`src/rtl/cache_fill_ctl.sv`:
```
// Cache read/fill sequencer: looks up a read, refills from memory on a miss or parity error,
// and sweeps every cache index with tag-only invalidate writes on a flush request.
module cache_fill_ctl #(
   parameter int unsigned FLUSH_LINES = 1024
) (
   input  logic        b_clk_l,
   input  logic        reset_h,
   input  logic        rd_req_h,
   input  logic [23:0] pa_h,
   input  logic        flush_req_h,
   input  logic        ca_hit_h,
   input  logic        ca_tag_par_err_h,
   input  logic        ca_data_par_err_l,
   input  logic [31:0] cache_out_h,
   input  logic        mem_ack_h,
   input  logic        mem_err_h,
   input  logic [31:0] mem_data_h,
   output logic [23:0] pad_h,
   output logic [31:0] cache_h,
   output logic        cache_grp0_wr_h,
   output logic        cache_valid_0_h,
   output logic [3:0]  ena_byte_l,
   output logic        ca_hit_inh_h,
   output logic        mem_req_h,
   output logic [23:0] mem_addr_h,
   output logic [31:0] rd_data_h,
   output logic        rd_done_h,
   output logic        rd_err_h,
   output logic        busy_h,
   output logic        ca_perr_h
);

   localparam logic [9:0] LastIdx = 10'(FLUSH_LINES - 1);

   typedef enum logic [2:0] {
      StIdle,
      StLookup,
      StMreq,
      StMwait,
      StFill,
      StFlush
   } state_e;

   state_e      state_q, state_d;
   logic [23:0] addr_q, addr_d;
   logic [31:0] mdata_q, mdata_d;
   logic        merr_q, merr_d;
   logic [9:0]  idx_q, idx_d;
   logic        pend_q, pend_d;
   logic        perr_q, perr_d;
   logic [31:0] rd_data_q, rd_data_d;
   logic        rd_done_q, rd_done_d;
   logic        rd_err_q, rd_err_d;
   logic        par_err;

   assign par_err = ca_tag_par_err_h | ~ca_data_par_err_l;

   always_ff @(posedge b_clk_l or posedge reset_h) begin
      if (reset_h) begin
         state_q   <= StIdle;
         addr_q    <= '0;
         mdata_q   <= '0;
         merr_q    <= 1'b0;
         idx_q     <= '0;
         pend_q    <= 1'b0;
         perr_q    <= 1'b0;
         rd_data_q <= '0;
         rd_done_q <= 1'b0;
         rd_err_q  <= 1'b0;
      end else begin
         state_q   <= state_d;
         addr_q    <= addr_d;
         mdata_q   <= mdata_d;
         merr_q    <= merr_d;
         idx_q     <= idx_d;
         pend_q    <= pend_d;
         perr_q    <= perr_d;
         rd_data_q <= rd_data_d;
         rd_done_q <= rd_done_d;
         rd_err_q  <= rd_err_d;
      end
   end

   always_comb begin
      state_d   = state_q;
      addr_d    = addr_q;
      mdata_d   = mdata_q;
      merr_d    = merr_q;
      idx_d     = idx_q;
      pend_d    = pend_q;
      perr_d    = perr_q;
      rd_data_d = rd_data_q;
      rd_done_d = 1'b0;
      rd_err_d  = 1'b0;

      // A flush arriving mid-read waits for the read to finish.
      if (flush_req_h && (state_q inside {StLookup, StMreq, StMwait, StFill})) begin
         pend_d = 1'b1;
      end

      unique case (state_q)
         StIdle: begin
            if (flush_req_h || pend_q) begin
               state_d = StFlush;
               idx_d   = '0;
               pend_d  = 1'b0;
            end else if (rd_req_h) begin
               addr_d  = pa_h;
               state_d = StLookup;
            end
         end
         StLookup: begin
            if (par_err) begin
               perr_d = 1'b1;
            end
            if (ca_hit_h && !par_err) begin
               rd_data_d = cache_out_h;
               rd_done_d = 1'b1;
               state_d   = StIdle;
            end else begin
               state_d = StMreq;
            end
         end
         StMreq: begin
            state_d = StMwait;
         end
         StMwait: begin
            if (mem_ack_h) begin
               mdata_d = mem_data_h;
               merr_d  = mem_err_h;
               state_d = StFill;
            end
         end
         StFill: begin
            rd_data_d = mdata_q;
            rd_err_d  = merr_q;
            rd_done_d = 1'b1;
            state_d   = StIdle;
         end
         StFlush: begin
            if (idx_q == LastIdx) begin
               idx_d   = '0;
               state_d = StIdle;
            end else begin
               idx_d = idx_q + 10'd1;
            end
         end
         default: begin
            state_d = StIdle;
         end
      endcase
   end

   always_comb begin
      pad_h           = addr_q;
      cache_h         = mdata_q;
      cache_grp0_wr_h = 1'b0;
      cache_valid_0_h = 1'b0;
      ena_byte_l      = 4'b1111;
      if (state_q == StFlush) begin
         pad_h           = {12'h000, idx_q, 2'b00};
         cache_grp0_wr_h = 1'b1;
      end else if (state_q == StFill) begin
         cache_grp0_wr_h = 1'b1;
         cache_valid_0_h = ~merr_q;
         ena_byte_l      = 4'b0000;
      end
   end

   // Request drops combinationally in the ack cycle.
   assign mem_req_h    = (state_q == StMreq) | ((state_q == StMwait) & ~mem_ack_h);
   assign mem_addr_h   = addr_q;
   assign ca_hit_inh_h = (state_q != StLookup);
   assign busy_h       = (state_q != StIdle);
   assign rd_data_h    = rd_data_q;
   assign rd_done_h    = rd_done_q;
   assign rd_err_h     = rd_err_q;
   assign ca_perr_h    = perr_q;

endmodule

```
`config.mk`:
```
export PLATFORM = sky130hd
export DESIGN_NAME = cache_fill_ctl
export DESIGN_NICKNAME = d
export VERILOG_FILES = /design/src/rtl/cache_fill_ctl.sv
export SDC_FILE = /design/constraint.sdc
export NUM_CORES = 1
export LEC_CHECK = 0
export ABC_AREA = 1
export BUFFER_PORTS_ARGS = -buffer_cell sky130_fd_sc_hd__buf_2
export CORE_MARGIN = 2
export CORE_UTILIZATION = 35
export CTS_CLUSTER_DIAMETER = 80
export DETAILED_ROUTE_END_ITERATION = 10
export RECOVER_POWER = 50
export SLEW_MARGIN = 20
export SYNTH_ARGS = -nofsm -noshare
export SYNTH_HDL_FRONTEND = slang
export SYNTH_SLANG_ARGS = --single-unit
export TNS_END_PERCENT = 10
```
`constraint.sdc`:
```
create_clock -name b_clk_l -period 3.1 [get_ports b_clk_l]
set_input_delay 0.155 -clock b_clk_l [delete_from_list [all_inputs] [get_ports b_clk_l]]
set_output_delay 0.155 -clock b_clk_l [all_outputs]
set_load 0.02 [all_outputs]
```
# Word-level counts from Yosys, hierarchy flattened
# Index checks and enable logic that the tools add are counted.
word_totals:
  input_bits: 97
  regBits: 106
  out_inout_bits: 124
  wordCells: 69
op_classes:
  mux: 24
  bitwise: 7
  n_addsub: 1
  eq_ne: 12
  reduce_logical: 15
ops:
  columns: ["cell", "count"]
  rows:
  - ["32-bit one-hot mux with 2 select lines", 1]
  - ["32-bit 2-to-1 mux", 1]
  - ["24-bit 2-to-1 mux", 1]
  - ["10-bit 2-to-1 mux", 2]
  - ["10-bit one-hot mux with 2 select lines", 1]
  - ["3-bit one-hot mux with 5 select lines", 1]
  - ["3-bit 2-to-1 mux", 4]
  - ["10-bit by 1-bit adder with 10-bit output (second input constant)", 1]
  - ["10-bit == test (second input constant)", 1]
  - ["1-bit 2-to-1 mux", 9]
  - ["4-bit 2-to-1 mux", 2]
  - ["2-bit AND reduction", 4]
  - ["3-bit by 2-bit == test with 1-bit output (second input constant)", 2]
  - ["3-bit == test (second input constant)", 2]
  - ["2-bit inequality test (second input constant)", 3]
  - ["3-bit AND reduction", 2]
  - ["1-bit inverter", 4]
  - ["2-bit nonzero test", 2]
  - ["4-bit nonzero test", 1]
  - ["3-bit by 1-bit == test with 1-bit output (second input constant)", 1]
  - ["3-bit zero test", 1]
  - ["3-bit by 1-bit inequality test with 1-bit output (second input constant)", 1]
  - ["3-bit inequality test (second input constant)", 1]
  - ["3-bit nonzero test", 1]
  - ["other kinds (8)", 10]

# Depth between registers and ports, before layout
logic_depth:
  ltp_word: 6
  depth_mapped: 10
  mapped_depth_nobuf: 8

# Worst setup path before layout
# Ideal clock, no wire load.
synth_path:
  path_kind: "register to output"
  startpoint: "register state_q[1]"
  endpoint: "output port pad_h[10]"
  path_stages_with_launch: 8
  t_required_ns: 2.945
  path_buffers: 2
  t_arrival_ns: 1.473
  slack_ns: 1.472
  cell_sequence: "dfrtp_1 buf_6 inv_1 nand2_1 nor2_4 inv_2 buf_2 o21ai_0"
synth_via:
  elab_chain_len: 2
synth_lines:
  columns: ["item", "line", "text"]
  rows:
  - ["start: declaration", "44", "state_e state_q, state_d;"]
  - ["start signal: assignment", "60", "state_q <= StIdle;"]
  - ["start signal: assignment", "71", "state_q <= state_d;"]
  - ["3-bit == test", "160", "if (state_q == StFlush) begin"]
  - ["24-bit 2-to-1 mux", "160", null]
  - ["end: declaration", "18", "output logic [23:0] pad_h,"]
# No other way between the ends.

# Worst setup path in the final report
layout_path:
  startpoint: "register state_q[1]"
  endpoint: "register rd_data_q[16], in the netlist rd_data_h[16]"
layout_via:
  elab_chain_len: 3
  word_cells_on_any_way: 6
  cone_classes: "eq/ne: 3; mux: 1; reduce/logical: 2"
layout_lines:
  columns: ["item", "line", "text"]
  rows:
  - ["3-bit by 1-bit == test with 1-bit output / 3-bit == test (equally long branches)", "101", "unique case (state_q)"]
  - ["2-bit by 1-bit inequality test with 1-bit output (no source line) / 2-bit nonzero test (equally long branches)", null, null]
  - ["2-bit AND reduction (no source line)", null, null]
  - ["end signal: assignment", "78", "rd_data_q <= rd_data_d;"]
  - ["end: declaration", "51", "logic [31:0] rd_data_q, rd_data_d;"]
# Several ways; a longest one is shown, not always the timed one.
# A chain may end at the register's enable or synchronous reset.

==> flow_results.org <==
** Worst setup path
- The largest single stage delay on the critical path is 0.55 ns.
- Max stage delay cell, worst path :: inv_2
- Kind of end point of the critical path :: flip-flop
- Most used cell along the critical path :: nand2_1
- Launch point of the worst reg-to-reg path :: state_q[1]
- Of all nets on the critical path, the largest fanout is 34.
- Launch point of the critical path :: state_q[1]
- Startpoint Class :: flip-flop
- Data arrival time of the critical path :: 2.47 ns
- Required time reported for the critical path endpoint :: 3.40 ns
- Crit Path Category :: reg -> reg
- The signal on the critical path passes through nor2_2 -> nand2_2 -> nand2_4 -> inv_2 -> nand2_1 -> nand2_1.

** CTS
- The clock passes through at most 2 buffers.
- H-tree depth reported by CTS :: 3
- After clock tree synthesis, the setup repair step added 0 buffers.
- Clock tree from TritonCTS :: yes
- In this run, post-CTS repair resized a total of 0 instances.
- TritonCTS buffer count :: 9
- At the later pin of the worst-skew pair, clock insertion delay measures 0.36 ns.
- The tree is rooted in a clkbuf_16.
- After clock tree synthesis, the clock-pin slew on the worst setup and hold paths is 0.08 ns.
- Sinks on the clock net :: 106

** Global routing
- The number of antenna violations at the first check in global routing was 1.
- Largest net degree at the start of global routing :: 61
- Vias in the first global route :: 4521
- Global routing usage summed across all routing layers :: 18.4%
- Summed over all layers, the global routing overflow is 0.
- Wire length of the first global-routing pass :: 22900 µm

** Cells and area
- Cells fill 45.4% of the core in the end.
- Non-filler cells, final :: 1053
- Cells with a size suffix above 1 make up 18.0% of the layout.
- The net count of the finished layout is 966.
- After routing the design area is 6350 µm².
- From synthesis to final layout, the design area changed by 25.5%.

** Job
- Number of violations of the max-capacitance limit :: 1

** Synth
- Synth unique cells :: 29
- Leading cell type by number of instances after synthesis :: nand2_1
- A synthesized cell averages 7.61 µm².
- Cells taking the most area after synthesis :: dfrtp_1 52%, nand2_1 23%, inv_1 6.7%, o21ai_0 6.6%, buf_6 2.4%
- dfrtp_1 takes more of the synthesized area than any other cell.
- Synthesis inferred 106 register bits.
- Top FF cell, synth :: dfrtp_1
- The synthesized design contains 0 enable-type register cells.
- When the netlist entered floorplanning its net count stood at 763.
- Of the post-synthesis cell area, the dominant cell type holds 52.4%.
- Post-Syn Area :: 5060 µm²
- Number of standard cells after synthesis :: 665
- Counting flops with an async set or reset pin after synthesis yields a share of 100%.
- Yosys Warn Count :: 0
- By count the netlist is led by 312 x nand2_1, 106 x dfrtp_1, 90 x inv_1, 67 x o21ai_0, 15 x nor2_1.
- Register area share after synthesis :: 52.4%

** Run status
- Status :: finished, violations left
- Failing checks :: capacitance limit, slew limit

** Place
- Detailed placement finished with a half-perimeter wire length of 10100 µm.
- At the end of routability-driven placement, the weighted congestion stood at 0.865.
- Port-buffer cells :: 220
- Once placement completed, the tool counted placed cells totaling 1036.
- At the placement stage, the worst setup path has a slack of 0.926 ns.
- Post-Place Cell Area :: 6190 µm²

** Power
- Internal power comes to 3.37 mW.
- The analysis attributes to cell leakage a power of 3.61 nW.
- Comb pwr share :: 46.7%
- Peak supply drop :: 0.000477 V
- Net switching share of the total power :: 48.6%
- Pwr/cell area :: 1030 nW/µm²
- Switching Power :: 3.18 mW
- Fraction of power consumed by the clock network :: 16.4%
- After layout, the design draws a total of 6.55 mW.
- Per report_power, the sequential group accounts for 36.9% of the total.

** Timing
- On the final layout, the worst clock skew is 0.0101 ns.
- For the pin with the worst max-slew slack, the measured transition is 1.84 ns.
- Post-route worst setup slack :: 0.928 ns
- RSZ-0062 raised after global routing :: false
- Timing would allow up to 0.460 GHz.
- After layout, the worst path uses 70.1% of the clock period.
- On the final layout, the worst hold slack is 0.0293 ns.
- The worst pin sits at a relative slew slack of -22.6%.
- Final Hold Vio Count :: 0
- Number of pins with negative max-slew slack in the final report :: 47
- Setup violations, final :: 0
- Setup TNS :: 0 ns
- Final period demand of the worst path :: 2.17 ns

** Floorplan
- Chip width :: 124 µm
- After floorplanning, the core was sized to cover 14000 µm².
- Total I/O pin count :: 221
- Number of core rows :: 43
- The floorplan step defined a die boundary enclosing 15400 µm².
- Initial Utilization :: 36.2%
- Die span in y :: 124 µm

** Route
- Using the TritonRoute via totals, the vias-per-cell ratio works out to 4.45.
- DR pass1 iterations :: 4
- Number of design-rule violations left by the first detailed-router iteration :: 324
- Final wirelength :: 14000 µm
- In the final routed layout, each cell accounts on average for 13.3 µm.
- Vias :: 4685
- Once detail routing completed, the nets flagged for antenna violations numbered 0.
- # DRC :: 0

** Hold path
- In this run the most critical hold path is launched from pa_h[14].
- The tightest min-delay check is of the in -> reg type.
## flip-flops by register name, summed over array words and instances, names as in the netlist, 3 cells and up
| name | flops |
|---|---|
| rd_data_h | 32 |
| state_q | 3 |
| idx_q | 10 |
| mem_addr_h | 24 |
| cache_h | 32 |
## cells in the final DEF (no fill, tap or decap), drive strengths merged
cell type and count:
diode 1, nand2 314, nor2 18, nor3b 1, clkinv 1, buf 132
xor2 2, clkbuf 101, a31oi 1, o211ai 2, o21bai 1, inv 96
o22ai 2, o21ai 73, dfrtp 106, xnor2 1, clkinvlp 2, dlygate4sd3 1
a21oi 4, nand3 10, ha 1, nand4 2, or2 1
## worst max-delay path, delay by kind of cell, from the launching register on
family / cells / cell delay, ns
simple gates: 5 / 1.06
buf+inv: 1 / 0.55
flops: 1 / 0.50
## per-layer routing
layer  wire [µm]  GRT usage (%)  vias up
met5           0              0        -
met2        6410           29.2      162
met1        6410           24.3     2102
met3         917           4.21       18
met4         306           7.60        0
li1            -              -     2403
## kinds of logic (layout without fill, tap and decap cells)
kind of cell / after synthesis / in the layout / synth area share, %
adder cells (fa/ha/maj): 1 / 1 / 0.247
other: 0 / 1 / 0
buffers and inverters: 126 / 333 / 11.7
AO/OA/AOI/OAI: 83 / 83 / 8.43
flip-flops: 106 / 106 / 52.4
XOR/XNOR: 3 / 3 / 0.519
AND/OR/NAND/NOR: 346 / 346 / 26.7
## timing repair
item / in CTS / in global routing
endpoints found under the setup margin: 0 / 0
hold endpoints to repair: 46 / 0
hold buffers: 1 / 0
## final timing paths
| check | end | slack, ns | cells after the start |
|---|---|---|---|
| setup / recovery | rd_data_h[16] | 0.93 | 6 |
| hold / removal | mem_addr_h[14] | 0.03 | 3 |
| setup reg to reg | rd_data_h[16] | 0.93 | 6 |
| hold reg to reg | rd_data_h[4] | 0.47 | 2 |
| max in group asynchronous | cache_h[29] | 1.05 | 4 |
| min in group asynchronous | mem_addr_h[13] | 0.95 | 3 |
## cell type report
cell class / count / area (µm²)
Sequential cell: 106 / 2650
Timing Repair Buffer: 224 / 1030
Tap cell: 180 / 225
Clock inverter: 5 / 40.0
Multi-Input combinational cell: 433 / 1820
Fill cell: 1539 / 7640
Inverter: 94 / 355
Antenna cell: 1 / 2.50
Clock buffer: 10 / 229
## power by group through the flow
| stage | logic (mW) | clock network [mW] | registers [mW] |
|---|---|---|---|
| after global routing | 3.40 | 1.16 | 2.51 |
| after floorplan | 1.57 | 0 | 3.01 |
| after global placement | 3.20 | 0 | 2.42 |
| after detailed placement | 3.24 | 0 | 2.42 |
| after CTS | 3.25 | 1.11 | 2.40 |
| final | 3.06 | 1.07 | 2.42 |
No activity file was read; power rests on OpenSTA's default activity.
